--- src/rtl/pdm_pkg.sv ---
// Shared constants and types for the PDM microphone capture front end.
// Defaults: 20 MHz / 10 = 2 MHz bit clock, decimate by 64, 4th-order CIC.
package pdm_pkg;

    localparam int CLK_DIV_DEF   = 10;
    localparam int DECIM_DEF     = 64;
    localparam int CIC_ORDER_DEF = 4;

    // CIC gain is ratio^order; the extra two bits hold the sign and +full-scale.
    function automatic int cic_out_w(input int order, input int ratio);
        return order * $clog2(ratio) + 2;
    endfunction

    localparam int OUT_W_DEF = cic_out_w(CIC_ORDER_DEF, DECIM_DEF);

    typedef logic signed [OUT_W_DEF-1:0] pcm_t;

endpackage

--- src/rtl/cic_decimator.sv ---
// One-channel CIC decimator: integrators at the bit rate, combs pipelined on tick.
// Latency: out_en follows tick by ORDER clk cycles.
// Backpressure: none; the consumer must take out_data on the out_en cycle.
module cic_decimator
    import pdm_pkg::*;
#(
    parameter int ORDER = CIC_ORDER_DEF,
    parameter int W     = OUT_W_DEF
) (
    input  logic         clk,
    input  logic         reset_n,
    input  logic         clr,
    input  logic         in_en,
    input  logic         in_bit,
    input  logic         tick,
    output logic         out_en,
    output logic [W-1:0] out_data
);

    logic [ORDER-1:0][W-1:0] integ_q, integ_d;
    logic [ORDER-1:0][W-1:0] dly_q, dly_d;
    logic [ORDER-1:0][W-1:0] comb_q, comb_d;
    logic [ORDER-1:0]        vld_q, vld_d;
    logic [W-1:0]            x;

    always_comb begin
        x       = in_bit ? W'(1) : '1;
        integ_d = integ_q;
        dly_d   = dly_q;
        comb_d  = comb_q;
        vld_d   = '0;

        // Cascade uses the previous stage's old value; all sums wrap modulo 2^W.
        if (in_en) begin
            integ_d[0] = integ_q[0] + x;
            for (int i = 1; i < ORDER; i++) begin
                integ_d[i] = integ_q[i] + integ_q[i-1];
            end
        end

        vld_d[0] = tick;
        if (tick) begin
            comb_d[0] = integ_d[ORDER-1] - dly_q[0];
            dly_d[0]  = integ_d[ORDER-1];
        end
        for (int i = 1; i < ORDER; i++) begin
            vld_d[i] = vld_q[i-1];
            if (vld_q[i-1]) begin
                comb_d[i] = comb_q[i-1] - dly_q[i];
                dly_d[i]  = comb_q[i-1];
            end
        end

        if (clr) begin
            integ_d = '0;
            dly_d   = '0;
            comb_d  = '0;
            vld_d   = '0;
        end
    end

    always_ff @(posedge clk or negedge reset_n) begin
        if (!reset_n) begin
            integ_q <= '0;
            dly_q   <= '0;
            comb_q  <= '0;
            vld_q   <= '0;
        end else begin
            integ_q <= integ_d;
            dly_q   <= dly_d;
            comb_q  <= comb_d;
            vld_q   <= vld_d;
        end
    end

    assign out_en   = vld_q[ORDER-1];
    assign out_data = comb_q[ORDER-1];

endmodule

--- src/rtl/pdm_mic_capture.sv ---
// Stereo PDM mic capture: bit clock generation, L/R capture, dual CIC decimation.
// Latency: out_valid rises CIC_ORDER+1 clk cycles after the frame tick.
// Backpressure: one-deep output register; a result arriving while held is dropped and sets overrun.
module pdm_mic_capture
    import pdm_pkg::*;
#(
    parameter int CLK_DIV   = CLK_DIV_DEF,
    parameter int DECIM     = DECIM_DEF,
    parameter int CIC_ORDER = CIC_ORDER_DEF,
    parameter int OUT_W     = cic_out_w(CIC_ORDER, DECIM)
) (
    input  logic             clk,
    input  logic             reset_n,
    input  logic             enable,
    output logic             mic_clk,
    input  logic             pdm_data,
    output logic             out_valid,
    input  logic             out_ready,
    output logic [OUT_W-1:0] out_left,
    output logic [OUT_W-1:0] out_right,
    output logic             overrun
);

    localparam int PH_W = $clog2(CLK_DIV);
    localparam int DC_W = $clog2(DECIM);
    localparam int WU_W = $clog2(CIC_ORDER + 1);

    localparam logic [PH_W-1:0] PH_LEFT = PH_W'(CLK_DIV / 2 - 1);
    localparam logic [PH_W-1:0] PH_HIGH = PH_W'(CLK_DIV / 2);
    localparam logic [PH_W-1:0] PH_LAST = PH_W'(CLK_DIV - 1);
    localparam logic [DC_W-1:0] DC_LAST = DC_W'(DECIM - 1);
    localparam logic [WU_W-1:0] WU_DONE = WU_W'(CIC_ORDER);

    logic [PH_W-1:0]  phase_q, phase_d;
    logic [DC_W-1:0]  dec_q, dec_d;
    logic [WU_W-1:0]  warm_q, warm_d;
    logic             mic_clk_q, mic_clk_d;
    logic             out_valid_q, out_valid_d;
    logic [OUT_W-1:0] out_left_q, out_left_d;
    logic [OUT_W-1:0] out_right_q, out_right_d;
    logic             overrun_q, overrun_d;

    logic             left_cap, right_cap, frame_tick;
    logic             l_done, r_done, comb_done, result;
    logic [OUT_W-1:0] l_pcm, r_pcm;

    // Captures land on the last count of each half so the data has a full half-period to settle.
    assign left_cap   = enable && (phase_q == PH_LEFT);
    assign right_cap  = enable && (phase_q == PH_LAST);
    assign frame_tick = right_cap && (dec_q == DC_LAST);
    assign comb_done  = l_done && r_done;
    assign result     = comb_done && (warm_q == WU_DONE);

    cic_decimator #(.ORDER(CIC_ORDER), .W(OUT_W)) u_cic_left (
        .clk      (clk),
        .reset_n  (reset_n),
        .clr      (!enable),
        .in_en    (left_cap),
        .in_bit   (pdm_data),
        .tick     (frame_tick),
        .out_en   (l_done),
        .out_data (l_pcm)
    );

    cic_decimator #(.ORDER(CIC_ORDER), .W(OUT_W)) u_cic_right (
        .clk      (clk),
        .reset_n  (reset_n),
        .clr      (!enable),
        .in_en    (right_cap),
        .in_bit   (pdm_data),
        .tick     (frame_tick),
        .out_en   (r_done),
        .out_data (r_pcm)
    );

    always_comb begin
        phase_d     = '0;
        dec_d       = '0;
        warm_d      = '0;
        mic_clk_d   = 1'b0;
        out_valid_d = 1'b0;
        out_left_d  = out_left_q;
        out_right_d = out_right_q;
        overrun_d   = overrun_q;

        if (enable) begin
            phase_d   = (phase_q == PH_LAST) ? '0 : phase_q + PH_W'(1);
            mic_clk_d = (phase_q < PH_HIGH);
            dec_d     = dec_q;
            warm_d    = warm_q;
            if (right_cap) begin
                dec_d = (dec_q == DC_LAST) ? '0 : dec_q + DC_W'(1);
            end
            // The first CIC_ORDER results see combs still filling from zero.
            if (comb_done && (warm_q != WU_DONE)) begin
                warm_d = warm_q + WU_W'(1);
            end

            out_valid_d = out_valid_q;
            if (result) begin
                if (!out_valid_q || out_ready) begin
                    out_valid_d = 1'b1;
                    out_left_d  = l_pcm;
                    out_right_d = r_pcm;
                end else begin
                    overrun_d = 1'b1;
                end
            end else if (out_ready) begin
                out_valid_d = 1'b0;
            end
        end
    end

    always_ff @(posedge clk or negedge reset_n) begin
        if (!reset_n) begin
            phase_q     <= '0;
            dec_q       <= '0;
            warm_q      <= '0;
            mic_clk_q   <= 1'b0;
            out_valid_q <= 1'b0;
            out_left_q  <= '0;
            out_right_q <= '0;
            overrun_q   <= 1'b0;
        end else begin
            phase_q     <= phase_d;
            dec_q       <= dec_d;
            warm_q      <= warm_d;
            mic_clk_q   <= mic_clk_d;
            out_valid_q <= out_valid_d;
            out_left_q  <= out_left_d;
            out_right_q <= out_right_d;
            overrun_q   <= overrun_d;
        end
    end

    assign mic_clk   = mic_clk_q;
    assign out_valid = out_valid_q;
    assign out_left  = out_left_q;
    assign out_right = out_right_q;
    assign overrun   = overrun_q;

endmodule

--- config.mk ---
export PLATFORM = sky130hd
export DESIGN_NAME = pdm_mic_capture
export DESIGN_NICKNAME = d
export VERILOG_FILES = /design/src/rtl/pdm_pkg.sv /design/src/rtl/cic_decimator.sv /design/src/rtl/pdm_mic_capture.sv
export SDC_FILE = /design/constraint.sdc
export NUM_CORES = 2
export LEC_CHECK = 0
export CORE_MARGIN = 8
export CORE_UTILIZATION = 50
export CTS_BUF_LIST = sky130_fd_sc_hd__clkbuf_8
export CTS_CLUSTER_SIZE = 14
export DETAILED_ROUTE_END_ITERATION = 6
export GPL_TIMING_DRIVEN = 1
export PLACE_DENSITY = 0.78
export SYNTH_ARGS = -nofsm -noshare
export SYNTH_HDL_FRONTEND = slang
export SYNTH_SLANG_ARGS = --single-unit
--- constraint.sdc ---
create_clock -name clk -period 6.9 [get_ports clk]
set_clock_uncertainty 0.05 [all_clocks]
set_input_delay 1.035 -clock clk [delete_from_list [all_inputs] [get_ports clk]]
set_output_delay 1.035 -clock clk [all_outputs]
set_load 0.02 [all_outputs]
Word level (Yosys, flattened, before mapping). Index checks and enable logic that the tools add are counted. Widths: inputs -> output; s select.

RAM bits: 0. Bits in registers: 700. Output and inout port bits: 55. Memories kept: 0. Input bits: 5. Memory bits (read-only): 0. Bits in latches: 0.

Multiply operators: 0. Equal/unequal tests: 17. Multiplexer cells: 39. Bitwise operators: 1. $add $sub $neg: 19. Shift operators: 0. Magnitude comparators: 1. Divide/modulo/power cells: 0. Reduce and logical (&&, ||, !) cells: 11.

Operators by type and width (number): $mux 104 (8); $mux 26 (17); $add 26x26->26 (8); $sub 26x26->26 (8); $ne 2x1->1 const B (10); $mux 6 (3); $mux 4 (4); $add 6x1->6 const B (1); $eq 6x6->1 const B (1); $logic_and 1x1->1 (6); $mux 3 (2); $reduce_and 3->1 (2); $mux 1 (5); $add 4x1->4 const B (1); $eq 4x3->1 const B (1); $eq 4x4->1 const B (1); $lt 4x3->1 const B (1); $add 3x1->3 const B (1); $eq 3x3->1 const B (1); $ne 3x1->1 const B (1); $ne 3x2->1 const B (1); $ne 3x3->1 const B (1); $reduce_and 2->1 (1); $logic_not 1->1 (1); 2 further kinds (2).

Logic depth before layout (Yosys ltp).
Depth after elaboration: 6. Depth in mapped cells: 23.

Hierarchy. Synthesis repeated with hierarchy kept, for this count alone.

Cells, all modules: 5155. Area, all modules: 47337.9 um2.

Modules (own cells, without submodules): cic_decimator (u_cic_right) (cells an instance 2530, instances 1, area each 22544.1 um2); cic_decimator (u_cic_left) (cells an instance 2422, instances 1, area each 21959.8 um2); pdm_mic_capture (cells an instance 203, instances 1, area each 2834.0 um2).

Worst setup path before layout. No wires, ideal clock.

Kind: register to register. Start point: register u_cic_left.integ_q[52] (netlist name). End point: register u_cic_left.comb_q[25] (netlist name). Setup slack: 2.316 ns. Cell stages (with the launch flop): 22. Arrival time: 4.452 ns. Cell sequence: dfrtp_1 ha_1 fa_1 a21o_1 a21oi_1 o21bai_1 a21oi_1 o21bai_1 a21oi_1 a211oi_1 o21a_1 o31ai_1 ha_1 a21o_1 a21oi_1 o21ai_0 a21oi_1 o211ai_1 a31o_2 a21oi_1 xnor3_1 o21ai_0.

Cells in the longest elaborated chain, start to end: 5.

RTL lines: from (decl) (line cic_decimator.sv:20) `logic [ORDER-1:0][W-1:0] integ_q, integ_d;`; from (signal assigned) (line cic_decimator.sv:69) `integ_q <= integ_d;`; $add 26x26->26 (line cic_decimator.sv:37) `integ_d[i] = integ_q[i] + integ_q[i-1];`; $mux 104 (line cic_decimator.sv:34) `if (in_en) begin`; $sub 26x26->26 (line cic_decimator.sv:43) `comb_d[0] = integ_d[ORDER-1] - dly_q[0];`; $mux 26 (line cic_decimator.sv:42) `if (tick) begin`; $mux 104 (line cic_decimator.sv:54) `if (clr) begin`; to (signal assigned) (line cic_decimator.sv:71) `comb_q <= comb_d;`; to (decl) (line cic_decimator.sv:22) `logic [ORDER-1:0][W-1:0] comb_q, comb_d;`.

Every way passes these cells. The select of a mux whose other input is x is not followed. A chain may end at the register's enable or synchronous reset.

Worst setup path after layout. Same ends and word-level chain as after synthesis.

==> results.json <==
{
  "async_reset_ff_frac": 1.000,
  "syn_nets": 5542,
  "p_int_mw": 6.279,
  "htree_levels": 3,
  "cts_resized": 0,
  "drtPass1Iterations": 6,
  "start_util": 0.5039,
  "clk_latency_ps": 740,
  "synth_cells": 5117,
  "fin_crit_sh": 0.7716,
  "chipHeight_um": 319.7,
  "antenna_found_initial": 2,
  "wl_per_cell_um": 14.56,
  "rsz0062_at_grt": "no",
  "synth.distinct_cells": 85,
  "path_clk_slew_ps": 70,
  "overflow": 0,
  "status": "complete, no violations",
  "area_growth_pct": 9.083,
  "gp_routability_congestion": 0.8557,
  "hold_violations": 0,
  "die_w_um": 319.7,
  "core.rowCount": 111,
  "hp-class": "input port to async pin",
  "vdd_drop_max_mv": 0.1466,
  "grt_max_degree": 173,
  "seq_power_share": 0.501,
  "vias_per_cell": 5.524,
  "io_pins": 60,
  "drive_above_1_share": 0.05874,
  "nets": 5564,
  "fmax_mhz": 187.8,
  "cts_hold_buf": 0,
  "maxCapViolations": 0,
  "pwr_density_cell_mw_per_mm2": 162.8,
  "synth_edf_count": 0,
  "slew_headroom": 0.3678,
  "r2r_start": "u_cic_left.integ_q[52]",
  "grt_pass1_vias": 34310,
  "hpwl_um": 64690,
  "gr-usage-all-layers": 0.1787,
  "drtAntennaViolNets": 0,
  "critPathCaptureType": "flop",
  "netlist_area_sq_mm": 0.04612,
  "final_cell_mix": "dfrtp_1, nor2_1, a21oi_1",
  "num_vias": 35430,
  "syn_avg_cell_area_sq_um": 9.013,
  "p_leak_nw": 23.78,
  "critPathArrivalTime_ps": 5930,
  "synth_seq_cells": 696,
  "crit_path_start_kind": "flop",
  "synth_flop_cell": "dfrtp_1",
  "cts_buffers": 116,
  "worstSetupPathType": "flop to flop",
  "final_common_cell": "dfrtp_1",
  "wirelength_um": 93370,
  "fin_crit_ps": 5324,
  "cts.sinks": 696,
  "p_switching_mw": 1.914,
  "clkPwrFrac": 0.462,
  "cp_max_fo": 6,
  "crit_start": "u_cic_left.integ_q[52]",
  "drt-initial-drc-count": 1920,
  "core_region_area_sq_mm": 0.09152,
  "swShare": 0.2336,
  "cts.path.max_buffers": 3,
  "tns_ps": 0,
  "fill_cells": 7998,
  "die_area_sq_mm": 0.1022,
  "yosysSeqAreaShare": 0.3776,
  "cts_tree": "done",
  "total_power_mw": 8.193,
  "root_buffer": "clkbuf_8",
  "yosys_warnings": 0,
  "comb_power_share": 0.038,
  "setup_viol_count_final": 0,
  "fin_util": 0.5497,
  "drcViolationCount": 0,
  "worstMarginPinSlew_ps": 948.2,
  "grt_pass1_wl_um": 161400,
  "slew_violations": 0,
  "cts_setup_buffers": 0,
  "critPathRequiredTime_ps": 7510,
  "portBuffers": 59
}
==> through the flow <==
step	cells	hold WS, ps	setup slack (ps)	area, sq um
floorplan	5117	394.4	2316	46120
CTS	6412	290.5	1610	50300
global placement	6207	399.0	1782	47850
global route	6414	337.3	1031	50310
detailed placement	6207	402.9	1657	47850
finish	6414	321.3	1576	50310
==> layout make-up <==
type,count,area [sq um],share of cell area
well taps,1186,1484,0.02950
multi-input cells,3891,26740,0.5315
clock buffers,152,2092,0.04158
inverters,344,1299,0.02582
repair buffers,90,900.9,0.01791
diodes,2,5.005,0.00009948
flip-flops and latches,696,17430,0.3464
clock inverters,53,359.1,0.007138
==> power by group through the flow <==
stage	Clock, mW	Sequential (mW)	Combinational (mW)
2_1_floorplan	0	4.17	0.173
3_3_place_gp	0	4.17	0.309
3_5_place_dp	0	4.17	0.314
4_1_cts	3.90	4.10	0.315
5_1_grt	4.09	4.10	0.352
6_report	3.78	4.10	0.308
==> worst paths after layout <==
path	to	slack [ps]	cells past startpoint
min in group clk	overrun	420	1
min	u_cic_left.comb_q[53]	320	1
max	u_cic_left.comb_q[25]	1580	21
min reg2reg	overrun	420	1
max reg2reg	u_cic_left.comb_q[25]	1580	21
max in group asynchronous	u_cic_right.integ_q[78]	5180	2
==> sequential cells by signal, summed over array words and instances, names as in the netlist <==
name                  count
dec_q                     6
u_cic_right.dly_q       104
u_cic_right.integ_q     104
out_left                 26
out_right                26
u_cic_left.comb_q        78
out_valid                 1
phase_q                   4
warm_q                    3
mic_clk                   1
u_cic_right.out_data     26
u_cic_left.dly_q        104
u_cic_left.vld_q          1
u_cic_right.vld_q         3
u_cic_right.comb_q       78
u_cic_left.integ_q      104
overrun                   1
u_cic_left.out_data      26
==> per-layer routing <==
layer,global-route usage,up-vias,wire [um]
li1,-,18080,-
met2,0.2959,563,42420
met3,0.02513,158,3210
met1,0.2462,16620,45840
met5,0,-,0
met4,0.04590,0,1898
==> synthesized netlist by cell type (37+ instances only) <==
cell	number	area (sq um)
a211oi_1	89	668.1
a21o_1	177	1329
a21oi_1	456	2282
and3_1	44	275.3
clkbuf_1	154	578.1
dfrtp_1	696	17420
ha_1	404	5055
inv_1	343	1287
mux2_2	56	630.6
mux2i_1	284	2843
nand2_1	403	1513
nand2b_1	58	362.9
nand3_1	142	710.7
nor2_1	573	2151
nor2b_1	48	300.3
nor3_1	66	330.3
o21a_1	65	488.0
o21ai_0	242	1211
o21bai_1	45	337.8
or3_1	37	231.5
xnor2_1	225	1971
xor2_1	96	840.8
==> critical path: stages, from the launching register on <==
cell,delay (ps)
dfrtp_1,410
ha_1,250
fa_1,410
a21o_1,200
a21oi_1,220
o21bai_1,90
a21oi_1,280
o21bai_1,150
a21oi_1,320
a211oi_1,160
o21a_1,200
o31ai_1,360
ha_1,370
a21o_1,200
a21oi_1,140
o21ai_0,110
a21oi_1,200
o211ai_1,160
a31o_2,290
a21oi_1,210
xnor3_1,330
o21ai_0,140
==> logic make-up (layout without fill, tap and decap cells) <==
| kind of cell | count (synthesis) | in the layout | synth area share |
|---|---|---|---|
| AND/OR/NAND/NOR | 1496 | 1496 | 0.1464 |
| AO/OA/AOI/OAI | 1312 | 1312 | 0.1790 |
| flip-flops | 696 | 696 | 0.3776 |
| buffers and inverters | 530 | 639 | 0.04319 |
| adder cells (fa/ha/maj) | 420 | 420 | 0.1165 |
| multiplexers | 340 | 340 | 0.07531 |
| XOR/XNOR | 323 | 323 | 0.06196 |
| other | 0 | 2 | 0 |
Note: power is estimated with default switching activity, not from simulation.
